## config.mk

```make
export PLATFORM = sky130hd
export DESIGN_NAME = ring_buffer_flat
export DESIGN_NICKNAME = d
export VERILOG_FILES = /design/src/rtl/rb_pkg.sv /design/src/rtl/rb_if.sv /design/src/rtl/rb_ptr.sv /design/src/rtl/ring_buffer.sv /design/src/flat_wrapper.sv
export SDC_FILE = /design/constraint.sdc
export NUM_CORES = 1
export LEC_CHECK = 0
export ABC_CLOCK_PERIOD_IN_PS = 2300
export CAP_MARGIN = 20
export CORE_UTILIZATION = 49
export CTS_CLUSTER_DIAMETER = 150
export DETAILED_ROUTE_END_ITERATION = 6
export PLACE_DENSITY = 0.69
export SYNTH_ARGS = -nofsm -noshare
export SYNTH_HDL_FRONTEND = slang
export SYNTH_SLANG_ARGS = --single-unit
```

## constraint.sdc

```tcl
create_clock -name clk -period 2.3 [get_ports clk]
set_input_delay 0.46 -clock clk [delete_from_list [all_inputs] [get_ports clk]]
set_output_delay 0.46 -clock clk [all_outputs]
set_load 0.01 [all_outputs]
```

## src/rtl/rb_pkg.sv

```systemverilog
// rb_pkg: shared types and constants for the ring_buffer FIFO.
//   rb_data_t     - default stored word type (8 bits)
//   DEFAULT_DEPTH - default number of storage entries
//   ptr_width()   - pointer width: index bits plus one wrap bit
package rb_pkg;

  typedef logic [7:0] rb_data_t;

  localparam int DEFAULT_DEPTH = 16;

  // The extra MSB lets equal indices be told apart as full or empty.
  function automatic int ptr_width(input int depth);
    return $clog2(depth) + 1;
  endfunction

endpackage

```

## src/rtl/rb_if.sv

```systemverilog
// rb_if: valid/ready streaming bundle used on both sides of ring_buffer.
//   data  - payload word (data_t)
//   valid - producer has a word on data
//   ready - consumer can take the word
// Modports: sink (data/valid in, ready out), source (data/valid out, ready in).
interface rb_if
  import rb_pkg::*;
#(
  parameter type data_t = rb_data_t
) ();

  data_t data;
  logic  valid;
  logic  ready;

  modport sink   (input data, input valid, output ready);
  modport source (output data, output valid, input ready);

endinterface

```

## src/rtl/rb_ptr.sv

```systemverilog
// rb_ptr: wrapping pointer counter for the ring_buffer.
//   clk   - clock, rising edge
//   rst_n - asynchronous active-low reset, clears the pointer
//   inc   - advance the pointer by one this cycle
//   ptr   - registered pointer value, wraps modulo 2**W
module rb_ptr #(
  parameter int W = 5
) (
  input  logic         clk,
  input  logic         rst_n,
  input  logic         inc,
  output logic [W-1:0] ptr
);

  logic [W-1:0] ptr_r;

  // Pointer register; natural overflow gives the modulo-2*DEPTH wrap.
  always_ff @(posedge clk or negedge rst_n) begin
    if (!rst_n) begin
      ptr_r <= {W{1'b0}};
    end else if (inc) begin
      ptr_r <= ptr_r + {{(W-1){1'b0}}, 1'b1};
    end else begin
      ptr_r <= ptr_r;
    end
  end

  assign ptr = ptr_r;

endmodule

```

## src/rtl/ring_buffer.sv

```systemverilog
// ring_buffer: single-clock first-word-fall-through FIFO with valid/ready
// streaming on both sides.
//   clk   - clock, rising edge
//   rst_n - asynchronous active-low reset; discards all stored words
//   full  - DEPTH words stored
//   empty - no words stored
//   i_bus - rb_if sink: write side (data/valid in, ready out)
//   o_bus - rb_if source: read side (data/valid out, ready in)
// Build option: RING_BUFFER_OVERWRITE_EN ties i_bus.ready high and lets a
// write while full replace the oldest entry instead of being refused.
module ring_buffer
  import rb_pkg::*;
#(
  parameter type data_t = rb_data_t,
  parameter int  DEPTH  = DEFAULT_DEPTH
) (
  input  logic     clk,
  input  logic     rst_n,
  output logic     full,
  output logic     empty,
  rb_if.sink       i_bus,
  rb_if.source     o_bus
);

  localparam int PW = ptr_width(DEPTH);
  localparam int IW = PW - 1;

  logic [PW-1:0] wr_ptr_s;
  logic [PW-1:0] rd_ptr_s;
  logic          full_s;
  logic          empty_s;
  logic          wr_en_s;
  logic          rd_en_s;
  logic          rd_fire_s;

  data_t mem_r [DEPTH];

  // Flags depend only on the registered pointers.
  assign empty_s = (wr_ptr_s == rd_ptr_s);
  assign full_s  = (wr_ptr_s[IW-1:0] == rd_ptr_s[IW-1:0]) &&
                   (wr_ptr_s[IW] != rd_ptr_s[IW]);

  assign full  = full_s;
  assign empty = empty_s;

`ifdef RING_BUFFER_OVERWRITE_EN
  assign i_bus.ready = 1'b1;
`else
  assign i_bus.ready = ~full_s;
`endif

  assign o_bus.valid = ~empty_s;
  assign o_bus.data  = mem_r[rd_ptr_s[IW-1:0]];

  // Handshake decode; valid gates ready so an unknown ready while empty is inert.
  always_comb begin
    wr_en_s   = 1'b0;
    rd_fire_s = 1'b0;
    rd_en_s   = 1'b0;
    rd_fire_s = (~empty_s) & (o_bus.ready === 1'b1);
`ifdef RING_BUFFER_OVERWRITE_EN
    wr_en_s = (i_bus.valid === 1'b1);
    // A write into a full buffer drops the oldest word by advancing the read side.
    if (wr_en_s && full_s) begin
      rd_en_s = 1'b1;
    end else begin
      rd_en_s = rd_fire_s;
    end
`else
    wr_en_s = (i_bus.valid === 1'b1) & ~full_s;
    rd_en_s = rd_fire_s;
`endif
  end

  // Storage is deliberately left out of reset; pointers alone define contents.
  always_ff @(posedge clk) begin
    if (wr_en_s) begin
      mem_r[wr_ptr_s[IW-1:0]] <= i_bus.data;
    end
  end

  rb_ptr #(.W(PW)) u_wr_ptr (
    .clk   (clk),
    .rst_n (rst_n),
    .inc   (wr_en_s),
    .ptr   (wr_ptr_s)
  );

  rb_ptr #(.W(PW)) u_rd_ptr (
    .clk   (clk),
    .rst_n (rst_n),
    .inc   (rd_en_s),
    .ptr   (rd_ptr_s)
  );

endmodule

```

## src/flat_wrapper.sv

```systemverilog
// flat-port wrapper written by rule: the top's interface ports become plain ports
module ring_buffer_flat import rb_pkg::*;
#(
  parameter type data_t = rb_data_t,
  parameter int  DEPTH  = DEFAULT_DEPTH
)
  (clk, rst_n, full, empty, i_bus_data, i_bus_valid, i_bus_ready, o_bus_data, o_bus_valid, o_bus_ready);
  rb_if #(.data_t(data_t)) i_bus_i ();
  rb_if #(.data_t(data_t)) o_bus_i ();
  input  logic clk;
  input  logic rst_n;
  output logic full;
  output logic empty;
  input wire logic [$bits(i_bus_i.data)-1:0] i_bus_data;
  input wire logic [$bits(i_bus_i.valid)-1:0] i_bus_valid;
  output wire logic [$bits(i_bus_i.ready)-1:0] i_bus_ready;
  output wire logic [$bits(o_bus_i.data)-1:0] o_bus_data;
  output wire logic [$bits(o_bus_i.valid)-1:0] o_bus_valid;
  input wire logic [$bits(o_bus_i.ready)-1:0] o_bus_ready;
  assign i_bus_i.data = i_bus_data;
  assign i_bus_i.valid = i_bus_valid;
  assign i_bus_ready = i_bus_i.ready;
  assign o_bus_data = o_bus_i.data;
  assign o_bus_valid = o_bus_i.valid;
  assign o_bus_i.ready = o_bus_ready;
  ring_buffer #(.data_t(data_t), .DEPTH(DEPTH)) u_core (.clk(clk), .rst_n(rst_n), .full(full), .empty(empty), .i_bus(i_bus_i), .o_bus(o_bus_i));
endmodule
```

Yosys cells after proc, flatten, opt, wreduce, memory -nomap -nowiden
Memories as Yosys holds them, arrays and structs flattened.
Cells that the tools add are included.
- memories: 1
- memory bits (writable): 128
- flip-flop bits (word level): 10
- input port bits: 12
- output and inout port bits: 12
- word-level logic and storage cells: 17
- memory list (memory ; depth ; bits a word ; rd ports ; clocked after memory_dff ; write ports ; RTL line ; text):
    u_core.mem_r ; 16 ; 8 ; 1 ; 0 ; 1 ; ring_buffer.sv:36 ; data_t mem_r [DEPTH];
- reductions and logical operators: 1
- $add $sub $neg: 2
- bitwise operators: 4
- muxes and demuxes: 2
- equal/unequal tests: 5
- operators by type and width (cell ; count):
    $add 5x1->5 const B ; 2
    $eq 5x5->1 ; 1
    $eq 4x4->1 ; 1
    $and 1x1->1 ; 2
    $eqx 1x1->1 const B ; 2
    $mux 1 ; 2
    $not 1->1 ; 2
    $logic_and 1x1->1 ; 1
    $ne 1x1->1 ; 1

Depth between registers and ports, before layout
Gate-level depths: netlist (run 1).
- depth in word-level cells: 6
- depth in mapped cells: 6
- mapped depth without buffers: 5

Modules after synthesis
From an unflattened synthesis (run 1), not the netlist that was laid out.
- cell total of the unflattened synthesis: 320
- area, all modules: 5834.3 um2
- by module, submodules not included (module ; cells an instance ; times used ; seq. area each (um2) ; area each (um2)):
    ring_buffer ; 292 ; 1 ; 3843.7 ; 5434.0
    rb_ptr ; 14 ; 2 ; 125.1 ; 200.2

Least setup slack after synthesis (run 1)
No wires, ideal clock.
- kind: flip-flop to flip-flop
- from: reg u_core.u_wr_ptr.ptr_r[2], in the netlist u_core.u_wr_ptr.ptr[2]
- to: mem u_core.mem_r[3][0] (netlist bit) (enable)
- path buffers: 2
- path slack: 0.144 ns
- cell stages (with the launch flop): 7
- arrival time: 1.773 ns
- required time: 1.917 ns
- period minus slack after synthesis: 2.156 ns
- library setup time: 0.383 ns
- path through: dfrtp_1 buf_4 xnor2_1 and4_1 buf_6 a21o_1 nor3_1
- longest elaborated chain between the ends: 6
- RTL lines (what ; RTL line ; text):
    start: declaration ; rb_ptr.sv:15 ; logic [W-1:0] ptr_r;
    start signal: assignment ; rb_ptr.sv:20 ; ptr_r <= {W{1'b0}};
    start signal: assignment ; rb_ptr.sv:22 ; ptr_r <= ptr_r + {{(W-1){1'b0}}, 1'b1};
    start signal: assignment ; rb_ptr.sv:24 ; ptr_r <= ptr_r;
    $eq 4x4->1 ; ring_buffer.sv:40 ; assign full_s = (wr_ptr_s[IW-1:0] == rd_ptr_s[IW-1:0]) &&
    $logic_and 1x1->1 ; ring_buffer.sv:40 ;
    $not 1->1 ; ring_buffer.sv:70 ; wr_en_s = (i_bus.valid === 1'b1) & ~full_s;
    $and 1x1->1 ; ring_buffer.sv:70 ;
    $mux 1 ; ring_buffer.sv:77 ; if (wr_en_s) begin
    $mux 1 (not written as such) ; ring_buffer.sv:78 ; mem_r[wr_ptr_s[IW-1:0]] <= i_bus.data;
    end: declaration ; ring_buffer.sv:36 ;
Several ways; a longest one is shown, not always the timed one.

Worst setup path in the final report (run 1)
- from: reg u_core.u_rd_ptr.ptr_r[0], in the netlist u_core.u_rd_ptr.ptr[0]
- to: out o_bus_data[4]
- longest elaborated chain between the ends: 1
- RTL lines (what ; RTL line ; text):
    start: declaration ; rb_ptr.sv:15 ;
    start signal: assignment ; rb_ptr.sv:20 ;
    start signal: assignment ; rb_ptr.sv:22 ;
    start signal: assignment ; rb_ptr.sv:24 ;
    $mem_v2 16x8 ; -- ;
    end: declaration ; flat_wrapper.sv:17 ; output wire logic [$bits(o_bus_i.data)-1:0] o_bus_data;
Every way passes these cells.

==> reports/results.ini, run 1 <==
[outcome]
status=finished, violations left
violations=setup timing

[place]
io_buffer_count=23
gp_congestion=0.784
place_hpwl_um=7640

[route]
ant_nets=0
vias=3024
via_per_inst=5.80
avgRoutedWirePerCell_um=22.9
drc=0
drt-total-wl_um=11900
drtIter0Drc=203
drtPass1Iterations=4

[yosys]
synth_cell_types=35
synth_fp_nets=312
synth-simple-area-share=0.0268
synth-edff-count=128
ys_seq_area_frac=0.720
synthAdderAreaFrac=0.0110
synth-compound-area-share=0.0469
yosys-top-cells-count=edfxtp_1 (128), mux2i_1 (24), mux4_2 (16), nor2_1 (13)
netlist_area_um2=5690
synthesis.instances=295
synth_top_family_by_area=multiplexers
synthArstFlopShare=0.0725
ys.warnings.count=0
syn_avg_cell_area_um2=19.3
synthMuxAreaShare=0.149
synth_top_area_frac=0.676
ys_ff_latch=138
synth_most_common_cell=edfxtp_1
synth_flop_cell=edfxtp_1
synth_xor_area_frac=0.0185
synthTopCellsByArea=edfxtp_1 (68%), mux4_2 (6.3%), dfrtp_1 (4.4%)
yosysTopAreaCell=edfxtp_1

[timing]
drv_slew=0
period_minus_slack_ps=2600
fmax_ghz=0.384
setup_ws_ps=-302
rsz0062_at_grt=true
hold_violations=0
fin_worst_skew_ps=14.4
fin_crit_sh=1.13
worst_pin_slew_ps=733
relSlewSlack=0.510
final.setup.tns_ps=-2180
setup_viol=8

[power_and_ir_drop]
p_leak_nw=2.50
power_density_nw_per_um2=1350
ir_worst_vdd_mv=0.961

[worst_setup_path]
crit_path_max_fanout=7
crit_family=buffers and inverters
crit_path_start_kind=register
reg2reg_to=u_core.mem_r[7][1]
critical_path_class=register to output port
worstPathArrival_ps=2140
max_stage_delay_ps=450
reg2regPathDepth=9
cp_slowest_cell=dfrtp_2
rr_startpoint=u_core.u_rd_ptr.ptr[0]
crit_chain=clkbuf_16 -> buf_6 -> and2b_4 -> buf_6 -> a22oi_2 -> a32oi_1 -> o21ai_1 -> buf_2
worstPathRequired_ps=1840
crit_top_cell=buf_6
path_buf_inv=4
regToRegSetupSlack_ps=50
cp-end-kind=output port

[global_route]
antenna_found_initial=0
grt_pass1_wl_um=17600
grt.total_usage=0.220
grt_overflow=0
grt_pass1_vias=3064
grt_start_max_net_pins=24

[layout]
nets=385
syn_to_final_growth_pct=25.2
fin_util=0.643
n_antenna_cell=0
layout-drive-gt1-share=0.386

[die]
die_area_um2=12000
fp.dieW_um=110
core_um2=11100
die_h_um=110
rows=38
initial_core_util=0.513
ios=24

[clocking]
clock_latency_ps=420
h-tree-depth=4
tritoncts=built
path_clk_slew_ps=60
cts.sinks=138
root_buffer=clkbuf_16
cts_buffers=17
cts_buffer_depth=2

[job]
cap_violations=0

[worst_hold_path]
hold_path_class=input port to async pin

[sequential cells by signal (all words and copies together) (netlist names)]
name / flops
u_core.u_wr_ptr.ptr: 5
u_core.u_rd_ptr.ptr: 5
u_core.mem_r: 128
[power breakdown]
| part | leakage, nW | total (W) | switching [W] | internal, W |
|---|---|---|---|---|
| registers | 1.27 | 0.00328 | 0.000203 | 0.00307 |
| clock network | 0.270 | 0.00262 | 0.00102 | 0.00160 |
| logic | 0.953 | 0.00373 | 0.00185 | 0.00188 |
[logic make-up (layout without fill, tap and decap cells)]
| logic type | after synthesis | after routing |
|---|---|---|
| flops | 138 | 138 |
| mux | 51 | 51 |
| compound gates | 36 | 36 |
| simple gates | 31 | 31 |
| buf+inv | 22 | 108 |
| xor+xnor | 12 | 12 |
| fa+ha+maj | 5 | 5 |
[how the worst max path moves through the flow]
stage / startpoint / to / slack (ps) / cells after the start
6_report: u_core.u_rd_ptr.ptr[0] / o_bus_data[4] / -300 / 8
3_5_place_dp: u_core.u_rd_ptr.ptr[0] / o_bus_data[0] / -380 / 6
3_3_place_gp: u_core.u_rd_ptr.ptr[0] / o_bus_data[1] / -330 / 6
2_1_floorplan: u_core.u_wr_ptr.ptr[2] / u_core.mem_r[3][0] / 140 / 6
4_1_cts: u_core.u_rd_ptr.ptr[0] / o_bus_data[1] / -340 / 6
5_1_grt: u_core.u_rd_ptr.ptr[0] / o_bus_data[5] / -350 / 8
[layer usage]
layer	track usage	routed length [um]	vias to the layer above
li1	-	-	1353
met1	0.288	4970	1575
met2	0.353	6090	87
met3	0.0522	764	9
met4	0.0971	105	0
met5	0	0	-
[per-stage QoR]
step	hold WS (ps)	total power, W	setup slack, ps	area, um2	instances
floorplan	164	0.00524	144	5690	295
global placement	591	0.00647	-333	6300	477
detailed placement	610	0.00653	-376	6300	477
CTS	371	0.00945	-343	7030	519
global route	393	0.0100	-352	7120	521
finish	379	0.00963	-302	7120	521
[worst register-to-register path, cell delays in order (launching register included)]
cell	delay, ps
dfrtp_2	450
buf_4	160
buf_12	140
xnor2_4	130
and4_4	190
buf_4	140
a21o_1	230
buf_4	170
nor2_1	170
buf_4	190
[area by class of cell]
cell class,instances,area (um2)
Multi-Input combinational cell,135,1590
Sequential cell,138,4100
Tap cell,140,175
Clock buffer,19,433
Inverter,6,22.5
Timing Repair Buffer,70,654
Fill cell,761,3960
Clock inverter,13,148
[cell usage in the layout (no fill, tap or decap), types with 6 or more instances in the layout]
cell type          n
edfxtp_1         128
buf_4             33
mux2i_1           24
mux4_2            20
clkbuf_16         18
clkdlybuf4s50_1   11
buf_2             10
o21ai_1            9
buf_6              9
a22oi_2            8
nor2_2             8
dfrtp_1            8
xnor2_1            7
a32oi_1            6
buf_12             6
[timing repair]
item / in CTS / in global routing
gates resized for setup: 84 / 32
cloned: 1 / 0
buffers inserted: 10 / 3
pin swaps: 11 / 6
endpoints found under the setup margin: 36 / 44
hold buffers: 0 / 0
Power figures use the tool's default switching activity.
==> inputs of run 2 (changes only) <==
--- a/config.mk
+++ b/config.mk
@@ -7,10 +7,9 @@
 export LEC_CHECK = 0
 export ABC_CLOCK_PERIOD_IN_PS = 2300
 export CAP_MARGIN = 20
-export CORE_UTILIZATION = 49
+export CORE_UTILIZATION = 45
 export CTS_CLUSTER_DIAMETER = 150
 export DETAILED_ROUTE_END_ITERATION = 6
-export PLACE_DENSITY = 0.69
 export SYNTH_ARGS = -nofsm -noshare
 export SYNTH_HDL_FRONTEND = slang
 export SYNTH_SLANG_ARGS = --single-unit
==> run 2 against run 1 <==
The run still ends with setup timing left. Routed wire length decreased by 4.4%. Largest power group unchanged. Critical path type unchanged. Cell count increased by 4.6%. Die area increased by 8.7%. Highest routed layer unchanged.
==> reports/results.ini, run 2 (same netlist as run 1, synthesis figures left out) <==
[place]
io_buffer_count=23
gp_congestion=0.775
place_hpwl_um=7590

[timing]
drv_slew=0
fin_worst_skew_ps=5.10
hold_violations=0
setup_viol=10
period_minus_slack_ps=2550
setup_ws_ps=-250
rsz0062_at_grt=true
final.setup.tns_ps=-1680
worst_pin_slew_ps=597
relSlewSlack=0.601
fin_crit_sh=1.11
fmax_ghz=0.392

[worst_hold_path]
hold_path_class=input port to async pin

[clocking]
cts_buffer_depth=2
cts_buffers=17
path_clk_slew_ps=60
root_buffer=clkbuf_16
tritoncts=built
clock_latency_ps=410
ctsHoldBuffers=0
cts.sinks=138
h-tree-depth=4

[route]
drtIter0Drc=182
avgRoutedWirePerCell_um=20.9
drt-total-wl_um=11400
via_per_inst=5.34
drc=0
vias=2911
ant_nets=0
drtPass1Iterations=4

[worst_setup_path]
crit_path_max_fanout=7
cp_slowest_cell=mux4_2
worstPathRequired_ps=1840
crit_chain=buf_12 -> buf_6 -> mux4_2 -> a32oi_1 -> o21ai_1 -> buf_2
path_buf_inv=3
worstPathArrival_ps=2090
crit_path_start_kind=register
crit_family=multiplexers
cp-end-kind=output port
max_stage_delay_ps=520
critical_path_class=register to output port

[die]
rows=40
ios=24
die_area_um2=13100
fp.dieW_um=114
core_um2=12200
initial_core_util=0.467
die_h_um=114

[outcome]
status=finished, violations left
violations=setup timing

[global_route]
antenna_found_initial=0
grt.total_usage=0.194
grt_overflow=0
grt_start_max_net_pins=17
grt_pass1_vias=3003
grt_pass1_wl_um=17800

[power_and_ir_drop]
ir_worst_vdd_mv=0.698
power_density_nw_per_um2=1320
internal-power_w=0.00630
p_sw_w=0.00288
p_clk_frac=0.282
p_leak_nw=2.41
comb_power_share=0.364
switching_share=0.314
seq_power_share=0.355

[layout]
largest_reg_flops=128
layout-drive-gt1-share=0.342
n_antenna_cell=0
fillers=930
nets=382
multi_input_area_um2=1470
seq_area_um2=4100
final_cell_mix=edfxtp_1 (128), buf_4 (35), mux2i_1 (24)
syn_to_final_growth_pct=22.0
fin_util=0.570
final_common_cell=edfxtp_1

[job]
cap_violations=0

[run 2: final cells by class]
cell class | instances | share of cell area
inverters | 6 | 0.00325
flip-flops and latches | 138 | 0.590
repair buffers | 67 | 0.0833
multi-input cells | 135 | 0.212
clock buffers | 18 | 0.0619
clock inverters | 13 | 0.0186
well taps | 168 | 0.0303
[run 2: power groups by stage]
| stage | Clock, W | Sequential, W | Combinational [W] |
|---|---|---|---|
| floorplan | 0 | 0.00321 | 0.00203 |
| global placement | 0 | 0.00327 | 0.00320 |
| detailed placement | 0 | 0.00328 | 0.00323 |
| CTS | 0.00260 | 0.00326 | 0.00332 |
| global route | 0.00272 | 0.00329 | 0.00361 |
| finish | 0.00258 | 0.00326 | 0.00334 |
[run 2: layer usage]
| metal | vias to the layer above | wire length (um) | track usage |
|---|---|---|---|
| li1 | 1341 | - | - |
| met1 | 1484 | 5230 | 0.270 |
| met2 | 73 | 5450 | 0.295 |
| met3 | 13 | 510 | 0.0418 |
| met4 | 0 | 222 | 0.0900 |
| met5 | - | 0 | 0 |
[run 2: path summary, 6_finish.rpt]
path                                         from                endpoint  slack [ps]  cells after the start
setup reg to reg           u_core.u_rd_ptr.ptr[0]      u_core.mem_r[6][7]         130                      7
min in group clk           u_core.u_wr_ptr.ptr[0]  u_core.u_wr_ptr.ptr[0]         610                      1
hold / removal                              rst_n  u_core.u_wr_ptr.ptr[2]         400                      1
hold reg to reg            u_core.u_wr_ptr.ptr[0]  u_core.u_wr_ptr.ptr[0]         610                      1
setup / recovery           u_core.u_rd_ptr.ptr[0]           o_bus_data[7]        -250                      6
max in group asynchronous                   rst_n  u_core.u_rd_ptr.ptr[1]        1530                      1
[run 2: what timing repair did]
| item | in CTS | in global routing |
|---|---|---|
| endpoints found under the setup margin | 44 | 52 |
| buffers inserted | 2 | 6 |
| pin swaps | 6 | 6 |
| resized for setup | 62 | 21 |
| gates cloned | 1 | 0 |
[run 2: metrics by stage]
step                area (um2)  hold WS (ps)  instances  setup WS (ps)  power, W
global placement          6320           564        507           -247   0.00648
CTS                       6940           408        541           -275   0.00918
finish                    6940           395        545           -250   0.00918
global route              6940           430        545           -339   0.00962
floorplan                 5690           164        295            144   0.00524
detailed placement        6320           575        507           -263   0.00652
